[config.mk]
export PLATFORM = sky130hd
export DESIGN_NAME = sample_interleaver
export DESIGN_NICKNAME = d
export VERILOG_FILES = /design/src/rtl/sample_interleaver.sv
export SDC_FILE = /design/constraint.sdc
export NUM_CORES = 1
export LEC_CHECK = 0
export ABC_CLOCK_PERIOD_IN_PS = 4900
export BUFFER_PORTS_ARGS = -buffer_cell sky130_fd_sc_hd__buf_2
export CORE_AREA = 10 10 85 105
export CTS_BUF_LIST = sky130_fd_sc_hd__clkbuf_2
export DETAILED_ROUTE_END_ITERATION = 10
export DIE_AREA = 0 0 95 115
export GPL_ROUTABILITY_DRIVEN = 0
export PLACE_DENSITY = 0.73
export RECOVER_POWER = 50
export SYNTH_ARGS = -nofsm -noshare
export SYNTH_HDL_FRONTEND = slang
export SYNTH_SLANG_ARGS = --single-unit
[constraint.sdc]
create_clock -name clk -period 4.9 [get_ports clk]
set_clock_uncertainty 0.1 [all_clocks]
set_input_delay 0.49 -clock clk [delete_from_list [all_inputs] [get_ports clk]]
set_output_delay 0.49 -clock clk [all_outputs]
set_load 0.02 [all_outputs]
[src/rtl/sample_interleaver.sv]
// Buffers per-channel samples in two small FIFOs and streams them as an alternating ch0/ch1 slot per cycle.
// Output slot is registered (one cycle after the FSM decision); no back-pressure from the core, so empty slots are zero-filled and counted.
module sample_interleaver #(
  parameter int DATA_W     = 7,
  parameter int FIFO_DEPTH = 4,
  parameter int CNT_W      = 8,
  localparam int AW        = $clog2(FIFO_DEPTH)
) (
  input  logic              clk,
  input  logic              rst,
  input  logic              en,
  input  logic              clr_stat,
  input  logic [DATA_W-1:0] in_data,
  input  logic              in_ch,
  input  logic              in_valid,
  output logic              in_ready,
  output logic [DATA_W-1:0] data_out,
  output logic [1:0]        ch_sel_out,
  output logic              valid_out,
  output logic [AW:0]       fill0,
  output logic [AW:0]       fill1,
  output logic              underflow,
  output logic [CNT_W-1:0]  underflow_cnt
);

  typedef enum logic [0:0] {IDLE, RUN} state_t;

  state_t             state_q, state_d;
  logic               next_ch_q, next_ch_d;
  logic [DATA_W-1:0]  data_q, data_d;
  logic               ch_q, ch_d;
  logic               valid_q, valid_d;
  logic               uf_q, uf_d;
  logic [CNT_W-1:0]   cnt_q, cnt_d;
  logic [AW:0]        wr_ptr_q [2];
  logic [AW:0]        wr_ptr_d [2];
  logic [AW:0]        rd_ptr_q [2];
  logic [AW:0]        rd_ptr_d [2];
  logic [DATA_W-1:0]  mem0_q [FIFO_DEPTH];
  logic [DATA_W-1:0]  mem1_q [FIFO_DEPTH];
  logic [1:0]         full, empty, push_sel, pop_sel;
  logic               push;

  // Extra pointer MSB distinguishes full from empty when the low bits match.
  always_comb begin
    for (int i = 0; i < 2; i++) begin
      full[i]  = (wr_ptr_q[i][AW] != rd_ptr_q[i][AW]) &&
                 (wr_ptr_q[i][AW-1:0] == rd_ptr_q[i][AW-1:0]);
      empty[i] = (wr_ptr_q[i] == rd_ptr_q[i]);
    end
  end

  assign in_ready = in_ch ? !full[1] : !full[0];
  assign push     = in_valid && in_ready;
  assign push_sel = {push && in_ch, push && !in_ch};

  always_comb begin
    state_d   = state_q;
    next_ch_d = next_ch_q;
    data_d    = '0;
    ch_d      = 1'b0;
    valid_d   = 1'b0;
    uf_d      = uf_q;
    cnt_d     = cnt_q;
    pop_sel   = 2'b00;
    case (state_q)
      IDLE: begin
        if (en && !empty[0] && !empty[1]) begin
          state_d   = RUN;
          next_ch_d = 1'b0;
        end
      end
      RUN: begin
        // Stopping only at a pair boundary keeps ch0/ch1 aligned for the core.
        if (!next_ch_q && !en) begin
          state_d = IDLE;
        end else begin
          valid_d   = 1'b1;
          ch_d      = next_ch_q;
          next_ch_d = !next_ch_q;
          if (!empty[next_ch_q]) begin
            pop_sel[next_ch_q] = 1'b1;
            data_d = next_ch_q ? mem1_q[rd_ptr_q[1][AW-1:0]] : mem0_q[rd_ptr_q[0][AW-1:0]];
          end else begin
            uf_d = 1'b1;
            if (cnt_q != '1) cnt_d = cnt_q + 1'b1;
          end
        end
      end
      default: state_d = IDLE;
    endcase
    if (clr_stat) begin
      uf_d  = 1'b0;
      cnt_d = '0;
    end
    for (int i = 0; i < 2; i++) begin
      wr_ptr_d[i] = wr_ptr_q[i] + {{AW{1'b0}}, push_sel[i]};
      rd_ptr_d[i] = rd_ptr_q[i] + {{AW{1'b0}}, pop_sel[i]};
    end
  end

  always_ff @(posedge clk or posedge rst) begin
    if (rst) begin
      state_q   <= IDLE;
      next_ch_q <= 1'b0;
      data_q    <= '0;
      ch_q      <= 1'b0;
      valid_q   <= 1'b0;
      uf_q      <= 1'b0;
      cnt_q     <= '0;
      for (int i = 0; i < 2; i++) begin
        wr_ptr_q[i] <= '0;
        rd_ptr_q[i] <= '0;
      end
    end else begin
      state_q   <= state_d;
      next_ch_q <= next_ch_d;
      data_q    <= data_d;
      ch_q      <= ch_d;
      valid_q   <= valid_d;
      uf_q      <= uf_d;
      cnt_q     <= cnt_d;
      for (int i = 0; i < 2; i++) begin
        wr_ptr_q[i] <= wr_ptr_d[i];
        rd_ptr_q[i] <= rd_ptr_d[i];
      end
    end
  end

  always_ff @(posedge clk) begin
    if (push_sel[0]) mem0_q[wr_ptr_q[0][AW-1:0]] <= in_data;
    if (push_sel[1]) mem1_q[wr_ptr_q[1][AW-1:0]] <= in_data;
  end

  assign data_out      = data_q;
  assign ch_sel_out    = {1'b0, ch_q};
  assign valid_out     = valid_q;
  assign fill0         = wr_ptr_q[0] - rd_ptr_q[0];
  assign fill1         = wr_ptr_q[1] - rd_ptr_q[1];
  assign underflow     = uf_q;
  assign underflow_cnt = cnt_q;

endmodule

Word level (Yosys, flattened, before mapping)
Memory sizes are Yosys's and may differ from the RTL's.
Index checks and enable logic that the tools add are counted.

word-level totals
  flip-flop bits (word level) = 32
  bits in writable memories = 56
  bits of input ports = 13
  output and inout bits = 26
  logic and storage cells = 89
  memories = 2

cells by class
  add/sub/neg operators = 7
  magnitude comparators = 2
  equality and inequality tests = 10
  multiplexer cells = 34
  bitwise logic cells = 1
  reduce and logical (&&, ||, !) cells = 22

memories
  name    words  width  rd ports  clocked after memory_dff  wr ports  RTL line  source
  mem0_q  4      7      1         0                         1         39        logic [DATA_W-1:0] mem0_q [FIFO_DEPTH];
  mem1_q  4      7      1         0                         1         40        logic [DATA_W-1:0] mem1_q [FIFO_DEPTH];

operator list
  kind                                                                           number
  8-bit 2-to-1 mux                                                               5
  7-bit 2-to-1 mux                                                               4
  1-bit 2-to-1 mux                                                               19
  3-bit by 1-bit adder with 3-bit output                                         4
  1-bit logical AND                                                              9
  8-bit by 1-bit adder with 8-bit output (second input constant)                 1
  8-bit != test (second input constant)                                          1
  1-bit logical NOT                                                              7
  3-bit equality test                                                            2
  2-bit 2-to-1 mux                                                               3
  2-bit != test (second input constant)                                          3
  2-bit nonzero test                                                             3
  3-bit subtractor                                                               2
  2-bit equality test                                                            2
  1-bit case mux with 2 select lines                                             2
  4-bit AND reduction                                                            1
  3-bit AND reduction                                                            1
  1-bit by 2-bit less-than comparator with 1-bit output (second input constant)  1
  1-bit != test                                                                  2
  2-bit AND reduction                                                            1
  1-bit demux with 1-bit select                                                  1
  1-bit >= comparator (second input constant)                                    1
  1-bit inverter                                                                 1

Depth between registers and ports, before layout
Gate-level depths: netlist of the first run.

  depth in word-level cells = 8
  mapped depth = 9
  depth with buffers taken out = 8

Worst setup path after synthesis of the first run
OpenSTA, ideal clock, no wires.

  kind = flip-flop to flip-flop
  from = register rd_ptr_q[4] (netlist name)
  to = register cnt_q[5] (netlist: underflow_cnt[5])
  library setup time = 125 ps
  arrival = 2162 ps
  required time = 4675 ps
  setup slack = 2514 ps
  cell stages (with the launch flop) = 9
  buffers on the path = 2
  period minus slack after synthesis = 2386 ps
  cell sequence = dfrtp_1 clkbuf_1 inv_1 ha_1 nand2_1 o32a_1 buf_6 nor4b_1 mux2_2

on the way
  longest elaborated chain between the ends = 5

ends and longest elaborated chain
  element                                               RTL line  source
  start, declared                                       37        logic [AW:0] rd_ptr_q [2];
  start signal, assigned by index                       125       rd_ptr_q[i] <= rd_ptr_d[i];
  3-bit equality test                                   49        empty[i] = (wr_ptr_q[i] == rd_ptr_q[i]);
  1-bit 2-to-1 mux (implied by the code) (2 in series)  81        if (!empty[next_ch_q]) begin
  2-bit nonzero test (no source line)                   n/a
  4-bit AND reduction (no source line)                  n/a
  end signal, assigned                                  122       cnt_q <= cnt_d;
  end, declared                                         34        logic [CNT_W-1:0] cnt_q, cnt_d;

No other way between the ends. The select of a mux whose other input is x is not followed.
A chain may end at the register's enable or synchronous reset.

Worst setup path after layout of the first run
  from = register rd_ptr_q[4] (netlist name)
  to = output in_ready

on the way
  longest elaborated chain between the ends = 4

ends and longest elaborated chain
  element              RTL line  source
  2-bit equality test  48        (wr_ptr_q[i][AW-1:0] == rd_ptr_q[i][AW-1:0]);
  1-bit logical AND    47        full[i] = (wr_ptr_q[i][AW] != rd_ptr_q[i][AW]) &&
  1-bit logical NOT    53        assign in_ready = in_ch ? !full[1] : !full[0];
  1-bit 2-to-1 mux     53
  end, declared        16        output logic in_ready,

No other way between the ends.

==> flow_metrics.tcl, run 1 <==
set metrics [dict create \
    cp_max_fo 10 \
    clockPowerShare 0.159 \
    cp_num_buf_inv 2 \
    synth_common_cells "56 x edfxtp_1, 32 x dfrtp_1, 19 x nand2_1" \
    ir_worst_vdd_uv 247 \
    holdBufCountCts 1 \
    syn_inst 239 \
    ys_seq_area_frac 0.674 \
    swShare 0.399 \
    use_met2 0.228 \
    maxSlewViolCount 33 \
    hold_viol 0 \
    relSlewSlack -0.212 \
    numCtsBuffers 9 \
    root_buffer "clkbuf_2" \
    htree_levels 3 \
    setup_viol_count_final 0 \
    min_path_type "in2reg" \
    n_antenna_cell 0 \
    required_ps 4310 \
    worstSetupPathType "reg2out" \
    cp.arrival_ps 2160 \
    synthDistinctLibCells 38 \
    clockBufferDepth 2 \
    syn2layout_area_growth_pct 9.89 \
    clk_latency_ps 530 \
    hpwl_um 5200 \
    syn_area_mm2 0.00368 \
    period_needed_ps 2750 \
    wl_per_cell_um 18.9 \
    synth.avg_cell_area_um2 15.4 \
    status "finished, violations left" \
    start_kind "flip-flop" \
    cp_slowest_cell "dfrtp_1" \
    switchingPower_uw 941 \
    seqPwrFrac 0.465 \
    core_mm2 0.00689 \
    start_util 0.534 \
    yosysWarnings 0 \
    p_leak_nw 1.59 \
    power_density_mw_per_mm2 582 \
    ios 39 \
    async_reset_ff_frac 0.364 \
    worst_slew_pin_slew_ps 1820 \
    path_clk_slew_ps 230 \
    yosysTopAreaCellShare 0.457 \
    grt_use_met3 0.0333 \
    p_int_mw 1.42 \
    cts_tree "yes" \
    synth_edf_count 56 \
    tns_ps 0 \
    vias 2078 \
    grt_max_degree 33 \
    grt_use_total 0.140 \
    die_h_um 115 \
    synth.most_common_cell "edfxtp_1" \
    drt_wl_total_um 7100 \
    grt_antenna_before_repair 0 \
    grt_overflow 0 \
    route.detailed.drc 0 \
    worst_path_dominant_cell_family "flip-flops" \
    period_share 0.561 \
    cp-end-kind "primary output" \
    cts_setup_buffers 0 \
    numClockSinks 88 \
    io_buffers 37 \
    path_cells "inv_1 -> ha_1 -> nand3_1 -> nor2_1 -> a41oi_1 -> buf_2" \
    drv_cap 1 \
    die_w_um 95 \
    rsz0062_at_grt "false" \
    drt_pass1_iterations 4 \
    die-area_mm2 0.0109 \
    yosys.area.top_type "edfxtp_1" \
    whs_ps 146 \
    synthesis.nets 267 \
    layout-drive-gt1-share 0.193 \
    via_per_inst 5.54 \
    grt_pass1_wl_um 11400 \
    yosys_most_used_dff "edfxtp_1" \
    grt_pass1_vias 2202 \
    power.share.combinational 0.376 \
    dr.first_iter.drc_count 121 \
    grt_busiest_layer "met2" \
    synth_seq_cells 88 \
    antenna_left 0 \
    final_net_count 308 \
    use_met1 0.171 \
    violations "max-capacitance violations, max-slew violations" \
    max_clock_freq_mhz 364 \
    yosys-top-cells-area "edfxtp_1 46%, dfrtp_1 22%, mux4_2 8.6%" \
    rows 34 \
    cpPeakStageDelay_ps 670 \
    final_core_util 0.587 \
    ctsResizeCount 0 \
]
[cell usage in the layout, fill, tap and decap left out, drive strengths merged]
cell / synthesis / final
or2: 1 / 1
nand2: 19 / 19
fa: 2 / 2
nor2: 8 / 8
nor3: 6 / 6
mux4: 14 / 14
clkinv: 1 / 2
xor2: 7 / 7
o21ai: 4 / 4
dlygate4sd3: 0 / 1
a41oi: 1 / 1
dfrtp: 32 / 32
o21a: 2 / 2
nand3b: 1 / 1
a31oi: 1 / 1
buf: 3 / 20
or4: 2 / 2
or3: 1 / 1
a31o: 1 / 1
and4: 1 / 1
o32ai: 1 / 1
inv: 12 / 15
mux2: 4 / 4
nand4: 3 / 3
o31ai: 2 / 2
a21oi: 12 / 12
conb: 1 / 1
bufinv: 0 / 1
clkinvlp: 0 / 2
o32a: 1 / 1
edfxtp: 56 / 56
and3: 2 / 2
nand3: 9 / 9
xnor2: 2 / 2
ha: 13 / 13
clkbuf: 6 / 27
and2: 2 / 2
nor2b: 5 / 5
nor4b: 1 / 1
[layer usage]
metal / share of wire / vias to the layer above
met5: 0 / -
met4: 0.021 / 0
met3: 0.063 / 15
met1: 0.41 / 1037
met2: 0.50 / 61
li1: - / 965
[final timing paths]
path	start	depth (start not counted)	slack [ps]	endpoint
max	rd_ptr_q[4]	6	2150	in_ready
min	en	2	150	state_q
max reg2reg	rd_ptr_q[4]	5	2330	mem0_q[2][5]
min reg2reg	wr_ptr_q[5]	1	410	wr_ptr_q[5]
max in group asynchronous	rst	4	2650	ch_q
min in group asynchronous	rst	4	1000	underflow_cnt[0]
[worst register-to-register path, cell delays in order, from the launching register on]
cell and delay, ps:
dfrtp_1 670, inv_1 90, ha_1 300, nand3_1 110
nand3b_1 170, nor3_1 790
[logic make-up (layout without fill, tap and decap cells)]
logic type               after synthesis  count (layout)  share of synthesized area
XOR/XNOR                               9               9                     0.0214
other                                  1               1                    0.00102
adder cells (fa/ha/maj)               15              15                     0.0550
AND/OR/NAND/NOR                       61              61                     0.0826
AO/OA/AOI/OAI                         25              25                     0.0415
flip-flops                            88              88                      0.674
buffers and inverters                 22              68                     0.0265
multiplexers                          18              18                     0.0979
[flip-flops by register name (all words and copies together) (netlist names)]
| signal | cells |
|---|---|
| rd_ptr_q | 6 |
| wr_ptr_q | 6 |
| valid_out | 1 |
| underflow_cnt | 8 |
| state_q | 1 |
| underflow | 1 |
| mem1_q | 28 |
| data_out | 7 |
| next_ch_q | 1 |
| ch_q | 1 |
| mem0_q | 28 |
[cell type report]
class | count | area [um2]
repair buffers | 39 | 178
flip-flops and latches | 88 | 2480
well taps | 90 | 113
inverters | 13 | 48.8
clock inverters | 7 | 77.6
fillers | 566 | 2850
clock buffers | 9 | 45.0
multi-input cells | 129 | 1100
[power by group through the flow]
stage / Sequential (mW) / Combinational [mW] / Clock, mW
finish: 1.10 / 0.886 / 0.374
global route: 1.12 / 0.980 / 0.416
CTS: 1.09 / 0.909 / 0.383
detailed placement: 1.11 / 0.903 / 0
global placement: 1.10 / 0.889 / 0
floorplan: 1.06 / 0.681 / 0
[metrics by stage]
stage / power, mW / cells / setup slack, ps / instance area (um2)
4_1_cts: 2.39 / 375 / 2100 / 4070
5_1_grt: 2.52 / 375 / 1990 / 4050
6_report: 2.36 / 375 / 2150 / 4050
3_5_place_dp: 2.01 / 358 / 2280 / 3940
3_3_place_gp: 1.99 / 358 / 2410 / 3940
2_1_floorplan: 1.74 / 239 / 2510 / 3680
Power figures use the tool's default switching activity.
==> run 2, diff against run 1 <==
Settings changed: ABC_CLOCK_PERIOD_IN_PS 4900 to 2800.
Clock period 4.9 ns to 2.8 ns, I/O delays scaled along.
==> flow_metrics.tcl, run 2 (synthesis gave the netlist of run 1 again) <==
set metrics [dict create \
    status "finished, violations left" \
    violations "max-capacitance violations, max-slew violations" \
    cp_max_fo 4 \
    p_leak_nw 1.67 \
    via_per_inst 5.43 \
    rows 34 \
    layout_commonest_cell "edfxtp_1" \
    layout-drive-gt1-share 0.216 \
    path_clk_slew_ps 240 \
    route.detailed.drc 0 \
    vias 2150 \
    switchingPower_mw 1.64 \
    ios 39 \
    cp_num_buf_inv 2 \
    ir_worst_vdd_uv 543 \
    numCtsBuffers 9 \
    maxSlewViolCount 33 \
    cp.arrival_ps 1990 \
    grt_max_degree 33 \
    grt_pass1_wl_um 11600 \
    core_mm2 0.00689 \
    dr.first_iter.drc_count 101 \
    swShare 0.400 \
    period_needed_ps 2370 \
    die-area_mm2 0.0109 \
    r2r-end "underflow_cnt[5]" \
    antenna_left 0 \
    cts_tree "yes" \
    worst_slew_pin_slew_ps 1820 \
    start_util 0.534 \
    seqPwrFrac 0.435 \
    cp_slowest_cell "dfrtp_1" \
    p_int_mw 2.45 \
    holdPathStages 4 \
    clockPowerShare 0.133 \
    die_h_um 115 \
    htree_levels 3 \
    drv_cap 1 \
    syn2layout_area_growth_pct 13.8 \
    required_ps 2420 \
    hold_viol 0 \
    period_share 0.848 \
    final_cell_mix "56 x edfxtp_1, 32 x dfrtp_1, 20 x buf_2" \
    n_antenna_cell 0 \
    clockBufferDepth 2 \
    hpwl_um 5090 \
    start_kind "flip-flop" \
    grt_overflow 0 \
    power_density_mw_per_mm2 976 \
    max_clock_freq_mhz 421 \
    setup_viol_count_final 0 \
    drt_wl_total_um 7150 \
    numClockSinks 88 \
    tns_ps 0 \
    whs_ps 157 \
    min_path_type "in2reg" \
    final_net_count 329 \
    min_to "wr_ptr_q[3]" \
    reg2reg_depth 6 \
    stdcell_count 396 \
    drt_pass1_iterations 4 \
    wl_per_cell_um 18.1 \
    power_mw 4.09 \
    grt_use_total 0.140 \
    r2r_slack_ps 500 \
    rsz0062_at_grt "false" \
    die_w_um 95 \
    grt_antenna_before_repair 0 \
    power.share.combinational 0.432 \
    relSlewSlack -0.214 \
    grt_pass1_vias 2331 \
    cp-end-kind "primary output" \
    clk_latency_ps 520 \
    ctsResizeCount 0 \
    io_buffers 37 \
    path_cells "inv_1 -> ha_1 -> fa_1 -> xor2_1 -> buf_2" \
    worstSetupPathType "reg2out" \
    worst_path_dominant_cell_family "adder cells" \
    dp_cells 370 \
    r2r-start "wr_ptr_q[3]" \
    root_buffer "clkbuf_2" \
    cpPeakStageDelay_ps 450 \
    hold_start "in_valid" \
]
run 2: cell types whose count changed in the layout (fill, tap and decap cells not counted), sizes merged:
cell | before | now
dlygate4sd3 | 1 | 10
buf | 20 | 31
inv | 15 | 13
bufinv | 1 | 0
clkinv | 2 | 5
clkbuf | 27 | 28
run 2: how the worst max path moves through the flow:
stage                     depth (start not counted)          endpoint         from  slack [ps]
after global routing                              5          in_ready  rd_ptr_q[5]         260
after CTS                                         5          fill0[2]  wr_ptr_q[3]         400
after global placement                            6  underflow_cnt[5]  wr_ptr_q[3]         610
final                                             5          fill0[2]  wr_ptr_q[3]         430
after detailed placement                          6  underflow_cnt[5]  wr_ptr_q[3]         540
after floorplan                                   8  underflow_cnt[5]  rd_ptr_q[4]         410
run 2: timing repair:
| item | in CTS | in global routing |
|---|---|---|
| hold buffers | 10 | 0 |
| hold endpoints to repair | 95 | 0 |
| buffers inserted | 0 | 0 |
run 2: area by class of cell:
class	instances	area (um2)
well taps	90	113
clock inverters	7	46.3
multi-input cells	129	1100
clock buffers	9	45.0
fillers	556	2700
flip-flops and latches	88	2480
inverters	13	48.8
repair buffers	60	354
run 2: per-stage QoR:
step                cell area (um2)  worst slack (ps)   util
detailed placement             4030               541  0.585
global route                   4190               261  0.608
floorplan                      3680               414      -
finish                         4190               427  0.608
global placement               4030               611  0.585
CTS                            4220               403  0.612
run 2: tightest hold or removal path, cell delays in order:
cell      delay (ps)
buf_2            100
nand3b_1         170
inv_1            100
ha_1             120
run 2: power by group through the flow:
stage	clock network [mW]	registers (mW)	logic, mW
floorplan	0	1.85	1.19
global placement	0	1.80	1.78
detailed placement	0	1.81	1.81
CTS	0.561	1.78	1.83
global route	0.615	1.81	1.96
finish	0.544	1.78	1.77
run 2: layer usage:
layer | share of wire | track usage | vias up
met5 | 0 | 0 | -
met4 | 0.022 | 0.0600 | 0
met3 | 0.062 | 0.0470 | 16
met2 | 0.51 | 0.237 | 63
met1 | 0.40 | 0.157 | 1063
li1 | - | - | 1008
